<file path="src/rtl/bcd_scan_mux_if.sv">
// Scanner bus: captured BCD value in, scanned digit and selects out.
// master drives load/value/blank_lz; slave returns digit/blank/dig_sel/err.
interface bcd_scan_mux_if #(
  parameter int DIGITS = 4
);
  logic                  load;
  logic [4*DIGITS-1:0]   value;
  logic                  blank_lz;
  logic [3:0]            digit;
  logic                  blank;
  logic [DIGITS-1:0]     dig_sel;
  logic                  err;

  modport master (
    output load, value, blank_lz,
    input  digit, blank, dig_sel, err
  );

  modport slave (
    input  load, value, blank_lz,
    output digit, blank, dig_sel, err
  );
endinterface

</file>
<file path="src/rtl/bcd_scan_mux.sv">
// Multiplexed BCD display scanner feeding a sevenseg decoder.
// Ports: clk, rst_n (async low), bus (slave: load/value/blank_lz in; digit/blank/dig_sel/err out).
module bcd_scan_mux #(
  parameter int DIGITS   = 4,
  parameter int PRESCALE = 1000
) (
  input  logic         clk,
  input  logic         rst_n,
  bcd_scan_mux_if.slave bus
);
  localparam int CW = $clog2(PRESCALE);
  localparam int IW = $clog2(DIGITS);

  typedef enum logic {GAP, SCAN} state_t;

  state_t              state_q, state_d;
  logic [CW-1:0]       cnt_q;
  logic [IW-1:0]       idx_q;
  logic [4*DIGITS-1:0] shadow_q;
  logic                tick;
  logic [3:0]          digit_q, digit_d;
  logic                blank_q, blank_d;
  logic [DIGITS-1:0]   sel_q, sel_d;
  logic                err_q;
  logic                bad;
  logic [3:0]          nib;
  logic                lead;
  logic                lz_hit;
  logic [3:0]          show_digit;
  logic                show_blank;

  assign tick = (cnt_q == CW'(PRESCALE - 1));

  always_comb begin
    bad = 1'b0;
    for (int i = 0; i < DIGITS; i++) begin
      if (bus.value[4*i +: 4] > 4'd9) bad = 1'b1;
    end
  end

  // lead stays set only if every nibble from the top down to idx is zero;
  // invalid nibbles are nonzero, so they end a leading-zero run.
  always_comb begin
    nib  = 4'd0;
    lead = 1'b1;
    for (int i = 0; i < DIGITS; i++) begin
      if (IW'(i) == idx_q) nib = shadow_q[4*i +: 4];
      if (i >= int'(idx_q) && shadow_q[4*i +: 4] != 4'd0)
        lead = 1'b0;
    end
  end

  assign lz_hit = bus.blank_lz && (idx_q != '0) && lead;

  // The decoder has no default case: never pass it a nibble above 9.
  always_comb begin
    show_digit = nib;
    show_blank = 1'b0;
    unique case (1'b1)
      (nib > 4'd9): begin
        show_digit = 4'd0;
        show_blank = 1'b1;
      end
      lz_hit: begin
        show_digit = 4'd0;
        show_blank = 1'b1;
      end
      default: ;
    endcase
  end

  always_comb begin
    state_d = state_q;
    sel_d   = sel_q;
    digit_d = digit_q;
    blank_d = blank_q;
    unique case (state_q)
      GAP: begin
        state_d = SCAN;
        sel_d   = ~(DIGITS'(1) << idx_q);
        digit_d = show_digit;
        blank_d = show_blank;
      end
      SCAN: begin
        digit_d = show_digit;
        blank_d = show_blank;
        if (tick) begin
          state_d = GAP;
          sel_d   = '1;
        end
      end
      default: state_d = GAP;
    endcase
  end

  always_ff @(posedge clk or negedge rst_n) begin
    if (!rst_n) begin
      cnt_q    <= '0;
      idx_q    <= '0;
      state_q  <= GAP;
      shadow_q <= '0;
      err_q    <= 1'b0;
      digit_q  <= 4'd0;
      blank_q  <= 1'b0;
      sel_q    <= '1;
    end else begin
      cnt_q   <= tick ? '0 : cnt_q + CW'(1);
      if (tick)
        idx_q <= (idx_q == IW'(DIGITS - 1)) ? '0 : idx_q + IW'(1);
      state_q <= state_d;
      digit_q <= digit_d;
      blank_q <= blank_d;
      sel_q   <= sel_d;
      if (bus.load) begin
        shadow_q <= bus.value;
        err_q    <= bad;
      end
    end
  end

  assign bus.digit   = digit_q;
  assign bus.blank   = blank_q;
  assign bus.dig_sel = sel_q;
  assign bus.err     = err_q;
endmodule

</file>
<file path="src/flat_wrapper.sv">
// flat-port wrapper written by rule: the top's interface ports become plain ports
module bcd_scan_mux_flat 
#(
  parameter int DIGITS   = 4,
  parameter int PRESCALE = 1000
)
  (clk, rst_n, bus_load, bus_value, bus_blank_lz, bus_digit, bus_blank, bus_dig_sel, bus_err);
  bcd_scan_mux_if #(.DIGITS(DIGITS)) bus_i ();
  input  logic clk;
  input  logic rst_n;
  input wire logic [$bits(bus_i.load)-1:0] bus_load;
  input wire logic [$bits(bus_i.value)-1:0] bus_value;
  input wire logic [$bits(bus_i.blank_lz)-1:0] bus_blank_lz;
  output wire logic [$bits(bus_i.digit)-1:0] bus_digit;
  output wire logic [$bits(bus_i.blank)-1:0] bus_blank;
  output wire logic [$bits(bus_i.dig_sel)-1:0] bus_dig_sel;
  output wire logic [$bits(bus_i.err)-1:0] bus_err;
  assign bus_i.load = bus_load;
  assign bus_i.value = bus_value;
  assign bus_i.blank_lz = bus_blank_lz;
  assign bus_digit = bus_i.digit;
  assign bus_blank = bus_i.blank;
  assign bus_dig_sel = bus_i.dig_sel;
  assign bus_err = bus_i.err;
  bcd_scan_mux #(.DIGITS(DIGITS), .PRESCALE(PRESCALE)) u_core (.clk(clk), .rst_n(rst_n), .bus(bus_i));
endmodule
</file>
<file path="config.mk">
export PLATFORM = sky130hd
export DESIGN_NAME = bcd_scan_mux_flat
export DESIGN_NICKNAME = d
export VERILOG_FILES = /design/src/rtl/bcd_scan_mux_if.sv /design/src/rtl/bcd_scan_mux.sv /design/src/flat_wrapper.sv
export SDC_FILE = /design/constraint.sdc
export NUM_CORES = 1
export LEC_CHECK = 0
export ABC_AREA = 1
export ABC_CLOCK_PERIOD_IN_PS = 3200
export CAP_MARGIN = 20
export CORE_MARGIN = 2
export CORE_UTILIZATION = 57
export CTS_CLUSTER_DIAMETER = 200
export DETAILED_ROUTE_END_ITERATION = 10
export PLACE_DENSITY = 0.93
export SYNTH_ARGS = -nofsm -noshare
export SYNTH_HDL_FRONTEND = slang
export SYNTH_SLANG_ARGS = --single-unit
export TNS_END_PERCENT = 10
</file>
<file path="constraint.sdc">
create_clock -name clk -period 3.2 [get_ports clk]
set_input_delay 0.32 -clock clk [delete_from_list [all_inputs] [get_ports clk]]
set_output_delay 0.32 -clock clk [all_outputs]
set_load 0.03 [all_outputs]
</file>
==> reports/qor.yml, run 1 <==
outcome:
  outcome: "finished clean"
timing:
  timing.setup.tns_ns: 0
  setup-violations-final: 0
  fin_worst_skew_ns: 0.0123
  finalCriticalPeriod_ns: 1.88
  slew_headroom_pct: 44.8
  tightest_slew_ns: 0.825
  drv_slew: 0
  hold_viol_final: 0
  timing.fmax_ghz: 0.532
  min_period_over_period_pct: 58.7
  rsz0062_at_grt: "no"
place:
  place_congestion: 0.857
  io_buffers: 29
  dp_hpwl_um: 2730
  dp.cells: 289
final_layout:
  final_common_cell: "nand2_1"
  antenna_cells: 0
  layout_common_cells: "51 x nand2_1, 35 x dfrtp_1, 32 x inv_1, 28 x clkdlybuf4s50_1, 24 x nor2_1"
  drive_gt1_share_pct: 9.09
  instances_no_fill: 297
  synthToLayoutAreaGrowth_pct: 19.5
  final_core_util_pct: 72.6
  nets: 278
clock_tree:
  clock-sinks: 39
  insertion_delay_ns: 0.35
  postCtsHoldBufs: 0
  root_buffer: "clkbuf_4"
  path_clk_slew_ns: 0.12
  cts_made_buffers: 5
  post_cts_resized: 0
  postCtsSetupBuffers: 0
  htreeDepth: 2
  clockBufferDepth: 2
  cts_tree: "yes"
drt:
  vias: 1500
  viasPerCell: 5.05
  drc: 0
  drt-initial-drc-count: 63
  wl_per_cell_um: 12.2
  postRouteAntennaNets: 0
  first_pass_iters: 4
  wl_um: 3620
floorplan:
  die_w_um: 61.3
  pin_count: 30
  start_util_pct: 60.8
  rows: 20
  die_h_um: 61.3
  core_area_um2: 3080
  die-area_um2: 3760
setup_path:
  critPathCaptureType: "output port"
  critical_path_class: "flop to output port"
  cp_top_family: "buffers and inverters"
  worst_ep_required_time_ns: 2.88
  max_stage_delay_ns: 0.66
  critPathSlowestCell: "clkdlybuf4s50_1"
  critPathBufInv: 1
  path_cells: "clkdlybuf4s50_1"
  arrival_ns: 1.56
  startpoint_type: "flop"
  cp_max_fo: 2
logic_synthesis:
  synth-seq-area-share_pct: 52.4
  synthDistinctLibCells: 27
  ys_seq_elements: 39
  synth_area_um2: 1870
  ys_warn_count: 0
  netlist_instances: 223
  synth_area_per_cell_um2: 8.39
  syn-num-nets: 249
global_route:
  grt_max_degree: 40
  antenna_found_initial: 0
  grt_pass1_wl_um: 6150
  grtUsageTotal_pct: 23.0
  grt_overflow: 0
  grt_pass1_vias: 1365
min_path:
  hp-class: "primary input to async pin"
run:
  maxCapViolations: 0
pwr:
  peakVddDrop_mv: 0.273
  leakage_nw: 1.07
  p_per_area_nw_per_um2: 407
-- flip-flops by register name, summed over array words and instances (netlist names) --
| name | flops |
|---|---|
| u_core.bus.err | 1 |
| u_core.state_q | 1 |
| u_core.bus.digit | 4 |
| u_core.shadow_q | 16 |
| u_core.idx_q | 2 |
| u_core.bus.blank | 1 |
| u_core.bus.dig_sel | 4 |
| u_core.cnt_q | 10 |
-- power breakdown --
part / switching [mW] / internal, mW / total, mW
sequential: 0.0116 / 0.518 / 0.530
clock: 0.154 / 0.106 / 0.260
combinational: 0.0679 / 0.0510 / 0.119
-- worst paths after layout --
check / slack [ns] / to / depth (start not counted) / from
setup / recovery: 1.32 / bus_dig_sel[1] / 1 / u_core.bus.dig_sel[1]$_DFFE_PN1P_
hold / removal: 0.05 / u_core.shadow_q[6]$_DFFE_PN0P_ / 1 / rst_n
setup reg to reg: 1.50 / u_core.bus.digit[0]$_DFF_PN0_ / 9 / u_core.idx_q[0]$_DFFE_PN0N_
hold reg to reg: 0.49 / u_core.bus.dig_sel[0]$_DFFE_PN1P_ / 2 / u_core.bus.dig_sel[0]$_DFFE_PN1P_
max in group asynchronous: 2.63 / u_core.shadow_q[12]$_DFFE_PN0P_ / 1 / rst_n
min in group clk: 0.49 / u_core.bus.dig_sel[0]$_DFFE_PN1P_ / 2 / u_core.bus.dig_sel[0]$_DFFE_PN1P_
-- layer usage --
metal	global-route usage, %	vias to the layer above	part of all wire [%]
met3	6.09	9	5.8
met2	36.9	52	46
met1	29.3	671	45
met4	9.94	0	2.7
li1	-	768	-
met5	0	-	0
-- synth_stat cells --
master	number	share of area (%)
dfstp_2	4	5.6
clkbuf_1	3	0.60
nand2_1	51	10
a22oi_1	1	0.40
nor3_1	3	0.80
inv_2	1	0.20
a21oi_2	3	1.4
nand3_1	7	1.9
buf_1	1	0.20
dfrtp_1	35	47
nand3_2	2	1.1
xor2_1	2	0.94
clkinv_1	1	0.20
nor3_2	2	1.1
clkbuf_2	1	0.27
nand2_2	2	0.67
ha_1	6	4.0
and3_1	1	0.33
a21oi_1	9	2.4
o21ai_0	20	5.3
nand4_1	3	1.0
nor2_1	24	4.8
buf_2	1	0.27
buf_6	1	0.60
a31oi_1	6	2.0
a31o_2	1	0.47
inv_1	32	6.4
-- logic make-up after synthesis --
kind of cell	Yosys count	synth area share, %
simple gates	95	21.9
buf+inv	41	8.76
compound gates	40	12.0
flops	39	52.4
fa+ha+maj	6	4.01
xor+xnor	2	0.936
-- cell type report --
| type | count | area (um^2) |
|---|---|---|
| clock inverters | 1 | 5.00 |
| clock buffers | 7 | 55.1 |
| inverters | 34 | 128 |
| repair buffers | 29 | 285 |
| fillers | 247 | 842 |
| multi-input cells | 143 | 727 |
| flip-flops and latches | 39 | 981 |
| well taps | 44 | 55.1 |
-- metrics by stage --
step	hold slack (ns)	worst slack [ns]	power (mW)	cell area, um^2
global placement	0.453	1.41	0.653	2180
floorplan	0.0244	1.77	0.595	1870
detailed placement	0.457	1.35	0.657	2180
finish	0.0463	1.32	0.909	2240
global route	0.101	1.27	0.946	2240
CTS	0.0678	1.30	0.915	2240
Power figures use the tool's default switching activity.
==> inputs of run 2 (changes only) <==
--- a/config.mk
+++ b/config.mk
@@ -6,13 +6,13 @@
 export NUM_CORES = 1
 export LEC_CHECK = 0
 export ABC_AREA = 1
-export ABC_CLOCK_PERIOD_IN_PS = 3200
+export ABC_CLOCK_PERIOD_IN_PS = 1900
 export CAP_MARGIN = 20
 export CORE_MARGIN = 2
-export CORE_UTILIZATION = 57
+export CORE_UTILIZATION = 53
 export CTS_CLUSTER_DIAMETER = 200
 export DETAILED_ROUTE_END_ITERATION = 10
-export PLACE_DENSITY = 0.93
+export PLACE_DENSITY = 0.88
 export SYNTH_ARGS = -nofsm -noshare
 export SYNTH_HDL_FRONTEND = slang
 export SYNTH_SLANG_ARGS = --single-unit
==> constraint.sdc (replaced) <==
create_clock -name clk -period 1.9 [get_ports clk]
set_input_delay 0.19 -clock clk [delete_from_list [all_inputs] [get_ports clk]]
set_output_delay 0.19 -clock clk [all_outputs]
set_load 0.03 [all_outputs]
==> run 2 against run 1 <==
Routed wire length decreased by 4.1%; non-clock buffer count up 5; clock skew decreased by 0.0022 ns; global-route usage is 2.9 points lower; final cell count increased by 2.4%; critical endpoint unchanged; hold slack gained 0.32 ns; utilization shrank 5.2 points; sequential share of layout area down 0.61 points; first-iteration DRC count grew 13%; via count is 2.6% higher; combinational power grew 71%.
==> reports/qor.yml, run 2 (same netlist as run 1, synthesis figures left out) <==
global_route:
  grt_pass1_vias: 1429
  grt_overflow: 0
  grtUsageTotal_pct: 20.0
  grt_max_degree: 28
  antenna_found_initial: 0
  grt_pass1_wl_um: 6110
pwr:
  p_total_mw: 1.48
  p_per_area_nw_per_um2: 654
  leakage_nw: 1.09
  peakVddDrop_mv: 0.327
timing:
  timing.setup.tns_ns: 0
  hold_viol_final: 0
  whs_ns: 0.368
  min_period_over_period_pct: 91.2
  setup-violations-final: 0
  timing.fmax_ghz: 0.577
  tightest_slew_ns: 0.566
  fin_worst_skew_ns: 0.0102
  rsz0062_at_grt: "no"
  drv_slew: 0
  slew_headroom_pct: 62.3
  finalCriticalPeriod_ns: 1.73
clock_tree:
  path_clk_slew_ns: 0.10
  cts_tree: "yes"
  clock-sinks: 39
  clockBufferDepth: 2
  htreeDepth: 2
  cts_made_buffers: 5
  postCtsSetupBuffers: 0
  insertion_delay_ns: 0.34
  root_buffer: "clkbuf_4"
place:
  place_congestion: 0.886
  io_buffers: 29
  dp_hpwl_um: 2670
floorplan:
  start_util_pct: 55.7
  die_w_um: 63.4
  core_area_um2: 3360
  die_h_um: 63.4
  rows: 21
  die-area_um2: 4020
  pin_count: 30
setup_path:
  critPathSlowestCell: "clkdlybuf4s50_1"
  worst_ep_required_time_ns: 1.71
  max_stage_delay_ns: 0.66
  critPathCaptureType: "output port"
  critPathBufInv: 1
  path_cells: "clkdlybuf4s50_1"
  arrival_ns: 1.54
  startpoint_type: "flop"
  cp_top_family: "buffers and inverters"
  cp_max_fo: 2
  critical_path_class: "flop to output port"
final_layout:
  synthToLayoutAreaGrowth_pct: 21.1
  antenna_cells: 0
  reg_top3: "u_core.shadow_q x16, u_core.cnt_q x10"
  final_core_util_pct: 67.4
  largest_reg_flops: 16
  layout_common_cells: "51 x nand2_1, 35 x dfrtp_1, 32 x inv_1, 28 x clkdlybuf4s50_1, 24 x nor2_1"
  largest-register: "u_core.shadow_q"
  final_common_cell: "nand2_1"
  nets: 283
  drive_gt1_share_pct: 9.69
outcome:
  outcome: "finished clean"
drt:
  vias: 1539
  wl_um: 3470
  first_pass_iters: 5
  viasPerCell: 5.06
  postRouteAntennaNets: 0
  drc: 0
  wl_per_cell_um: 11.4
  drt-initial-drc-count: 71
min_path:
  hp-class: "primary input to async pin"
run:
  maxCapViolations: 0
## run 2: cell count changes in the layout (fill, tap and decap cells not counted)
cell,change
buf_4,+4
clkbuf_1,+2
clkbuf_8,-1
clkinv_2,-1
dlygate4sd3_1,+1
## run 2: routing by layer
layer  GRT usage (%)  routed length, um
met2            29.7               1600
met5               0                  0
met3            6.25                194
met1            26.6               1580
met4            10.1                 87
## run 2: where the power goes
group	internal (mW)	leakage, nW	switching [mW]
Combinational	0.0925	0.589	0.111
Clock	0.147	0.0265	0.240
Sequential	0.873	0.471	0.0203
## run 2: through the flow
| step | instances | area, um^2 | setup slack, ns |
|---|---|---|---|
| 2_1_floorplan | 223 | 1870 | 0.473 |
| 3_3_place_gp | 295 | 2210 | 0.390 |
| 3_5_place_dp | 295 | 2210 | 0.357 |
| 4_1_cts | 304 | 2270 | 0.147 |
| 5_1_grt | 304 | 2270 | 0.110 |
| 6_report | 304 | 2270 | 0.167 |
## run 2: final timing paths
| kind | startpoint | end | slack (ns) | cells past startpoint |
|---|---|---|---|---|
| max reg2reg | u_core.idx_q[0]$_DFFE_PN0N_ | u_core.bus.digit[1]$_DFF_PN0_ | 0.31 | 9 |
| max | u_core.bus.dig_sel[1]$_DFFE_PN1P_ | bus_dig_sel[1] | 0.17 | 1 |
| min reg2reg | u_core.bus.dig_sel[3]$_DFFE_PN1P_ | u_core.bus.dig_sel[3]$_DFFE_PN1P_ | 0.49 | 2 |
| min | rst_n | u_core.shadow_q[5]$_DFFE_PN0P_ | 0.37 | 2 |
| max in group asynchronous | rst_n | u_core.bus.dig_sel[0]$_DFFE_PN1P_ | 0.92 | 3 |
| min in group clk | bus_value[0] | u_core.shadow_q[0]$_DFFE_PN0P_ | 0.37 | 3 |
## run 2: cell type report
type / count / area (um^2)
well taps: 46 / 57.6
flip-flops and latches: 39 / 981
inverters: 34 / 128
multi-input cells: 143 / 727
fillers: 297 / 1100
repair buffers: 34 / 325
clock buffers: 8 / 48.8
## run 2: repair_timing
item / in CTS / in global routing
hold buffers: 1 / 0
gates resized for setup: 0 / 0
endpoints found under the setup margin: 0 / 0
hold endpoints to repair: 24 / 0
